`src/rtl/alu_reservation_station.sv`:
```
// ---------------------------------------------------------------------------
// alu_reservation_station
//
// Age-ordered reservation station in front of the single-cycle ALU. Slots are
// kept compacted with slot 0 the oldest. Missing source operands are captured
// from the common data bus; each cycle the oldest entry with both operands
// ready is issued through registered outputs with a one-cycle request pulse.
//
// Ports:
//   clk_i, reset_i            clock, synchronous active-high reset
//   flush_i                   squash all entries (dispatch/CDB that cycle dropped)
//   dispatch_*                incoming instruction, valid/ready handshake
//   cdb_valid_i/tag_i/value_i common data bus broadcast
//   alu_request_o             one-cycle issue pulse
//   pc_o/inst_o/rs1_value_o/rs2_value_o/rd_tag_o  issued instruction fields
//   count_o                   current occupancy
// ---------------------------------------------------------------------------
module alu_reservation_station #(
    parameter int DEPTH = 4,
    parameter int TAG_W = 4
) (
    input  logic                       clk_i,
    input  logic                       reset_i,
    input  logic                       flush_i,
    input  logic                       dispatch_valid_i,
    output logic                       dispatch_ready_o,
    input  logic [31:0]                dispatch_pc_i,
    input  logic [31:0]                dispatch_inst_i,
    input  logic [TAG_W-1:0]           dispatch_rd_tag_i,
    input  logic                       dispatch_rs1_ready_i,
    input  logic                       dispatch_rs2_ready_i,
    input  logic [31:0]                dispatch_rs1_value_i,
    input  logic [31:0]                dispatch_rs2_value_i,
    input  logic [TAG_W-1:0]           dispatch_rs1_tag_i,
    input  logic [TAG_W-1:0]           dispatch_rs2_tag_i,
    input  logic                       cdb_valid_i,
    input  logic [TAG_W-1:0]           cdb_tag_i,
    input  logic [31:0]                cdb_value_i,
    output logic                       alu_request_o,
    output logic [31:0]                pc_o,
    output logic [31:0]                inst_o,
    output logic [31:0]                rs1_value_o,
    output logic [31:0]                rs2_value_o,
    output logic [TAG_W-1:0]           rd_tag_o,
    output logic [$clog2(DEPTH+1)-1:0] count_o
);

    localparam int CNT_W = $clog2(DEPTH + 1);
    localparam int IDX_W = $clog2(DEPTH);

    typedef struct packed {
        logic             valid;
        logic [31:0]      pc;
        logic [31:0]      inst;
        logic [TAG_W-1:0] rd_tag;
        logic             rs1_rdy;
        logic [TAG_W-1:0] rs1_tag;
        logic [31:0]      rs1_val;
        logic             rs2_rdy;
        logic [TAG_W-1:0] rs2_tag;
        logic [31:0]      rs2_val;
    } slot_t;

    // Capture a CDB broadcast into any waiting operand of one slot.
    function automatic slot_t wake(input slot_t s, input logic vld,
                                   input logic [TAG_W-1:0] tag,
                                   input logic [31:0] value);
        slot_t r;
        r = s;
        if (vld && s.valid) begin
            if (!s.rs1_rdy && s.rs1_tag == tag) begin
                r.rs1_rdy = 1'b1;
                r.rs1_val = value;
            end
            if (!s.rs2_rdy && s.rs2_tag == tag) begin
                r.rs2_rdy = 1'b1;
                r.rs2_val = value;
            end
        end
        return r;
    endfunction

    slot_t            slot_q [DEPTH];
    slot_t            slot_d [DEPTH];
    // One spare invalid element on top so the shift-down never indexes past the end.
    slot_t            woke   [DEPTH+1];
    slot_t            new_slot;

    logic [CNT_W-1:0] count_q, count_d;
    logic             req_q, req_d;
    logic [31:0]      pc_q, pc_d;
    logic [31:0]      inst_q, inst_d;
    logic [31:0]      rs1_out_q, rs1_out_d;
    logic [31:0]      rs2_out_q, rs2_out_d;
    logic [TAG_W-1:0] rd_tag_q, rd_tag_d;

    logic             sel_found;
    logic             issue;
    logic [IDX_W-1:0] sel_idx;
    logic             accept;
    logic [CNT_W-1:0] wr_idx;

    assign dispatch_ready_o = (count_q < CNT_W'(DEPTH));
    assign accept           = dispatch_valid_i && dispatch_ready_o && !flush_i;
    assign issue            = sel_found && !flush_i;
    // After an issue everything shifts down one, so the first free slot moves too.
    assign wr_idx           = count_q - CNT_W'(issue);

    // Oldest eligible slot, judged on registered ready flags only.
    always_comb begin
        sel_found = 1'b0;
        sel_idx   = '0;
        for (int i = DEPTH - 1; i >= 0; i--) begin
            if (slot_q[i].valid && slot_q[i].rs1_rdy && slot_q[i].rs2_rdy) begin
                sel_found = 1'b1;
                sel_idx   = IDX_W'(i);
            end
        end
    end

    always_comb begin
        new_slot         = '0;
        new_slot.valid   = 1'b1;
        new_slot.pc      = dispatch_pc_i;
        new_slot.inst    = dispatch_inst_i;
        new_slot.rd_tag  = dispatch_rd_tag_i;
        new_slot.rs1_rdy = dispatch_rs1_ready_i;
        new_slot.rs1_tag = dispatch_rs1_tag_i;
        new_slot.rs1_val = dispatch_rs1_value_i;
        new_slot.rs2_rdy = dispatch_rs2_ready_i;
        new_slot.rs2_tag = dispatch_rs2_tag_i;
        new_slot.rs2_val = dispatch_rs2_value_i;
        // Same-cycle CDB bypass for operands arriving not ready.
        if (cdb_valid_i && !dispatch_rs1_ready_i && dispatch_rs1_tag_i == cdb_tag_i) begin
            new_slot.rs1_rdy = 1'b1;
            new_slot.rs1_val = cdb_value_i;
        end
        if (cdb_valid_i && !dispatch_rs2_ready_i && dispatch_rs2_tag_i == cdb_tag_i) begin
            new_slot.rs2_rdy = 1'b1;
            new_slot.rs2_val = cdb_value_i;
        end

        for (int i = 0; i < DEPTH; i++) begin
            woke[i] = wake(slot_q[i], cdb_valid_i, cdb_tag_i, cdb_value_i);
        end
        woke[DEPTH] = '0;

        for (int i = 0; i < DEPTH; i++) begin
            if (issue && i >= int'(sel_idx)) begin
                slot_d[i] = woke[i+1];
            end else begin
                slot_d[i] = woke[i];
            end
            if (accept && CNT_W'(i) == wr_idx) begin
                slot_d[i] = new_slot;
            end
            if (flush_i) begin
                slot_d[i].valid = 1'b0;
            end
        end

        if (flush_i) begin
            count_d = '0;
        end else begin
            count_d = count_q + CNT_W'(accept) - CNT_W'(issue);
        end

        req_d     = issue;
        pc_d      = pc_q;
        inst_d    = inst_q;
        rs1_out_d = rs1_out_q;
        rs2_out_d = rs2_out_q;
        rd_tag_d  = rd_tag_q;
        if (issue) begin
            pc_d      = slot_q[sel_idx].pc;
            inst_d    = slot_q[sel_idx].inst;
            rs1_out_d = slot_q[sel_idx].rs1_val;
            rs2_out_d = slot_q[sel_idx].rs2_val;
            rd_tag_d  = slot_q[sel_idx].rd_tag;
        end
    end

    always_ff @(posedge clk_i) begin
        if (reset_i) begin
            for (int i = 0; i < DEPTH; i++) begin
                slot_q[i].valid <= 1'b0;
            end
            count_q   <= '0;
            req_q     <= 1'b0;
            pc_q      <= '0;
            inst_q    <= '0;
            rs1_out_q <= '0;
            rs2_out_q <= '0;
            rd_tag_q  <= '0;
        end else begin
            slot_q    <= slot_d;
            count_q   <= count_d;
            req_q     <= req_d;
            pc_q      <= pc_d;
            inst_q    <= inst_d;
            rs1_out_q <= rs1_out_d;
            rs2_out_q <= rs2_out_d;
            rd_tag_q  <= rd_tag_d;
        end
    end

    assign alu_request_o = req_q;
    assign pc_o          = pc_q;
    assign inst_o        = inst_q;
    assign rs1_value_o   = rs1_out_q;
    assign rs2_value_o   = rs2_out_q;
    assign rd_tag_o      = rd_tag_q;
    assign count_o       = count_q;

endmodule

```
`config.mk`:
```
export PLATFORM = sky130hd
export DESIGN_NAME = alu_reservation_station
export DESIGN_NICKNAME = d
export VERILOG_FILES = /design/src/rtl/alu_reservation_station.sv
export SDC_FILE = /design/constraint.sdc
export NUM_CORES = 2
export LEC_CHECK = 0
export CORE_UTILIZATION = 35
export DETAILED_ROUTE_END_ITERATION = 10
export GPL_ROUTABILITY_DRIVEN = 0
export PLACE_DENSITY_LB_ADDON = 0.05
export SYNTH_ARGS = -nofsm -noshare
export SYNTH_HDL_FRONTEND = slang
export SYNTH_SLANG_ARGS = --single-unit
```
`constraint.sdc`:
```
create_clock -name clk_i -period 11.5 [get_ports clk_i]
set_input_delay 1.15 -clock clk_i [delete_from_list [all_inputs] [get_ports clk_i]]
set_output_delay 1.15 -clock clk_i [all_outputs]
set_load 0.005 [all_outputs]
```
==> flow_summary.toml <==
[status]
status = "completed"

[floorplan]
start_util_pct = 35.4
core-area_um2 = 102000
die_area_um2 = 104000
chipHeight_um = 323
die_w_um = 323
rows = 117
io_pins = 320

[clock_network]
clk_latency_ps = 660
ctsHoldBuffers = 0
cts_setup_buffers = 0
cts_resized = 0
clkSlewWorstSetupHoldPaths_ps = 60
cts_buffer_depth = 3
numCtsBuffers = 85
ctsRootBufferMaster = "clkbuf_16"
cts_tree = "done"
h-tree-depth = 3
numClockSinks = 708

[detailed_routing]
drt_iter0_markers = 3365
dr.pass1.iters = 9
via_count = 30000
wire_per_inst_um = 31.3
route.detailed.drc = 0
wl_mm = 151
via_per_inst = 6.24
antenna_left = 0

[power_and_ir_drop]
p_total_mw = 6.06
powerDensity_nw_per_um2 = 140
vdd_ir_drop_max_uv = 102
leakage_nw = 15.4

[timing]
rsz0062_at_grt = "false"
finalSetupViolCount = 0
fin_crit_ps = 5640
max_freq_mhz = 177
maxSlewHeadroom_pct = 17.1
tightest_slew_ps = 1240
hold_violations = 0
drv_slew = 0
fin_crit_sh_pct = 49.0
finalSetupTns_ps = 0
fin_skew_ps = 31.3

[placed_design]
dp_cells = 4644
placed_area_um2 = 40400
numPortBuffers = 319
hpwl_mm = 83.9

[worst_setup_path]
start_kind = "input port"
critPathMostFrequentCell = "buf_4"
slowest_delay_ps = 820
end_kind = "register"
cp-startpoint = "flush_i"
critPathKind = "input port to register"
crit_chain = "buf_2, buf_4, a31o_2, inv_1, ha_1, ha_1, nor2b_1, and2_4, nor2_2, buf_4, nor2_4, buf_4"
r2r-start = "slot_q[465]$_DFFE_PP_"
path_max_fanout = 53
cpMaxStageDelayCell = "buf_4"
critPathRequiredTime_ps = 11750
crit_arrival_ps = 5890
cp.buffers_inverters = 5
path_delay_family = "buffers and inverters"

[yosys]
ys.flop_type = "edfxtp_1"
ys_warn_count = 0
syn_area_per_cell_um2 = 11.2
syn_area_um2 = 36000
synth-seq-cells = 708
synth_edf_count = 568
mappedNetlistNets = 3402
synth_cell_types = 70
synth_seq_area_share_pct = 55.1
postSynthCellCount = 3214
postSynth.asyncResetShare_pct = 0

[layout]
synthToLayoutAreaGrowth_pct = 19.8
finalNetCount = 3551
drive_gt1_share_pct = 10.7
finish.instance_area_um2 = 43200
mostFrequentLayoutCell = "edfxtp_1"
most-common-layout-cells = "edfxtp_1 (568), clkdlybuf4s50_1 (318), nand2_1 (289)"
final_util_pct = 42.4
stdcell_count = 4806

[min_path]
hold_path.class = "register to register"
min_from = "rs1_value_o[8]$_SDFFE_PP0N_"

[grt]
use_met3_pct = 5.08
grt_use_total_pct = 28.0
grt_pass1_vias = 29700
use_met1_pct = 36.0
antenna_found_initial = 15
grt_max_degree = 159
busiest_layer = "met2"
grt-ovfl-total = 0
grt_pass1_wl_mm = 213
met2_usage_pct = 46.4

[run]
cap_violations = 0
flip-flops by register name, summed over array words and instances (netlist names):
| name | flops |
|---|---|
| count_o | 3 |
| rs1_value_o | 32 |
| alu_request_o | 1 |
| rs2_value_o | 32 |
| inst_o | 32 |
| slot_q | 572 |
| pc_o | 32 |
| rd_tag_o | 4 |
area by class of cell:
cell class	count	area, um2
fillers	9722	58700
flip-flops and latches	708	19900
multi-input cells	2112	14800
repair buffers	404	3840
clock buffers	135	2520
well taps	1368	1710
clock inverters	22	249
inverters	52	203
diodes	5	12.5
cell usage after synthesis (5+ instances only):
cell / count / area [um2]
buf_4: 6 / 45.0
buf_1: 25 / 93.8
o22a_1: 53 / 464
and2_1: 76 / 475
buf_2: 69 / 345
a221oi_1: 17 / 149
a22o_1: 149 / 1310
o221a_2: 31 / 349
buf_6: 5 / 56.3
o22ai_1: 113 / 707
clkbuf_1: 236 / 886
mux2_2: 69 / 777
xor2_1: 12 / 105
edfxtp_1: 568 / 17100
nand3_1: 156 / 781
mux2i_1: 228 / 2280
inv_1: 52 / 195
dfxtp_1: 140 / 2800
o21ai_0: 91 / 455
a21oi_1: 242 / 1210
nand2_1: 294 / 1100
nor4_1: 19 / 119
a221o_1: 65 / 651
a211oi_1: 68 / 510
nor2_1: 56 / 210
o221ai_1: 49 / 429
and3_1: 44 / 275
a311oi_1: 64 / 561
a222oi_1: 17 / 170
nor3_1: 85 / 425
xnor2_1: 27 / 236
a31oi_1: 10 / 62.6
o31a_1: 11 / 96.3
a31o_2: 7 / 61.3
kinds of logic (layout without fill, tap and decap cells):
logic type	count (synthesis)	in the layout	synth area share, %
AOI/OAI and AO/OA	1015	1015	20.7
xor gates and xnor gates	39	39	0.948
adders and majority gates	5	5	0.194
buffers and inverters	394	613	4.52
DFF	708	708	55.1
muxes	297	297	8.49
other	0	5	0
and+or+nand+nor	756	756	10.0
report_power, final:
part	switching, mW	leakage [nW]	internal, mW
Combinational	0.283	7.52	0.174
Sequential	0.0454	6.57	2.85
Clock	1.12	1.35	1.59
final timing paths:
path	to	slack (ps)	cells past startpoint
worst min register to register	rs1_value_o[8]$_SDFFE_PP0N_	480	1
worst max register to register	slot_q[364]$_DFFE_PP_	6090	11
worst min-delay path	rs1_value_o[8]$_SDFFE_PP0N_	480	1
worst max-delay path	slot_q[364]$_DFFE_PP_	5860	12
metal layers:
layer	up-vias	wire length [um]
met5	-	115
met3	324	12400
met4	18	6250
met1	15100	59800
met2	1643	72000
li1	12900	-
per-stage QoR:
stage                     hold slack, ps  setup slack, ps
after floorplan                      449             3620
after global placement               472             5200
after detailed placement             473             5200
after CTS                            487             5880
after global routing                 507             5660
final                                484             5860
Note: power is estimated with default switching activity, not from simulation.
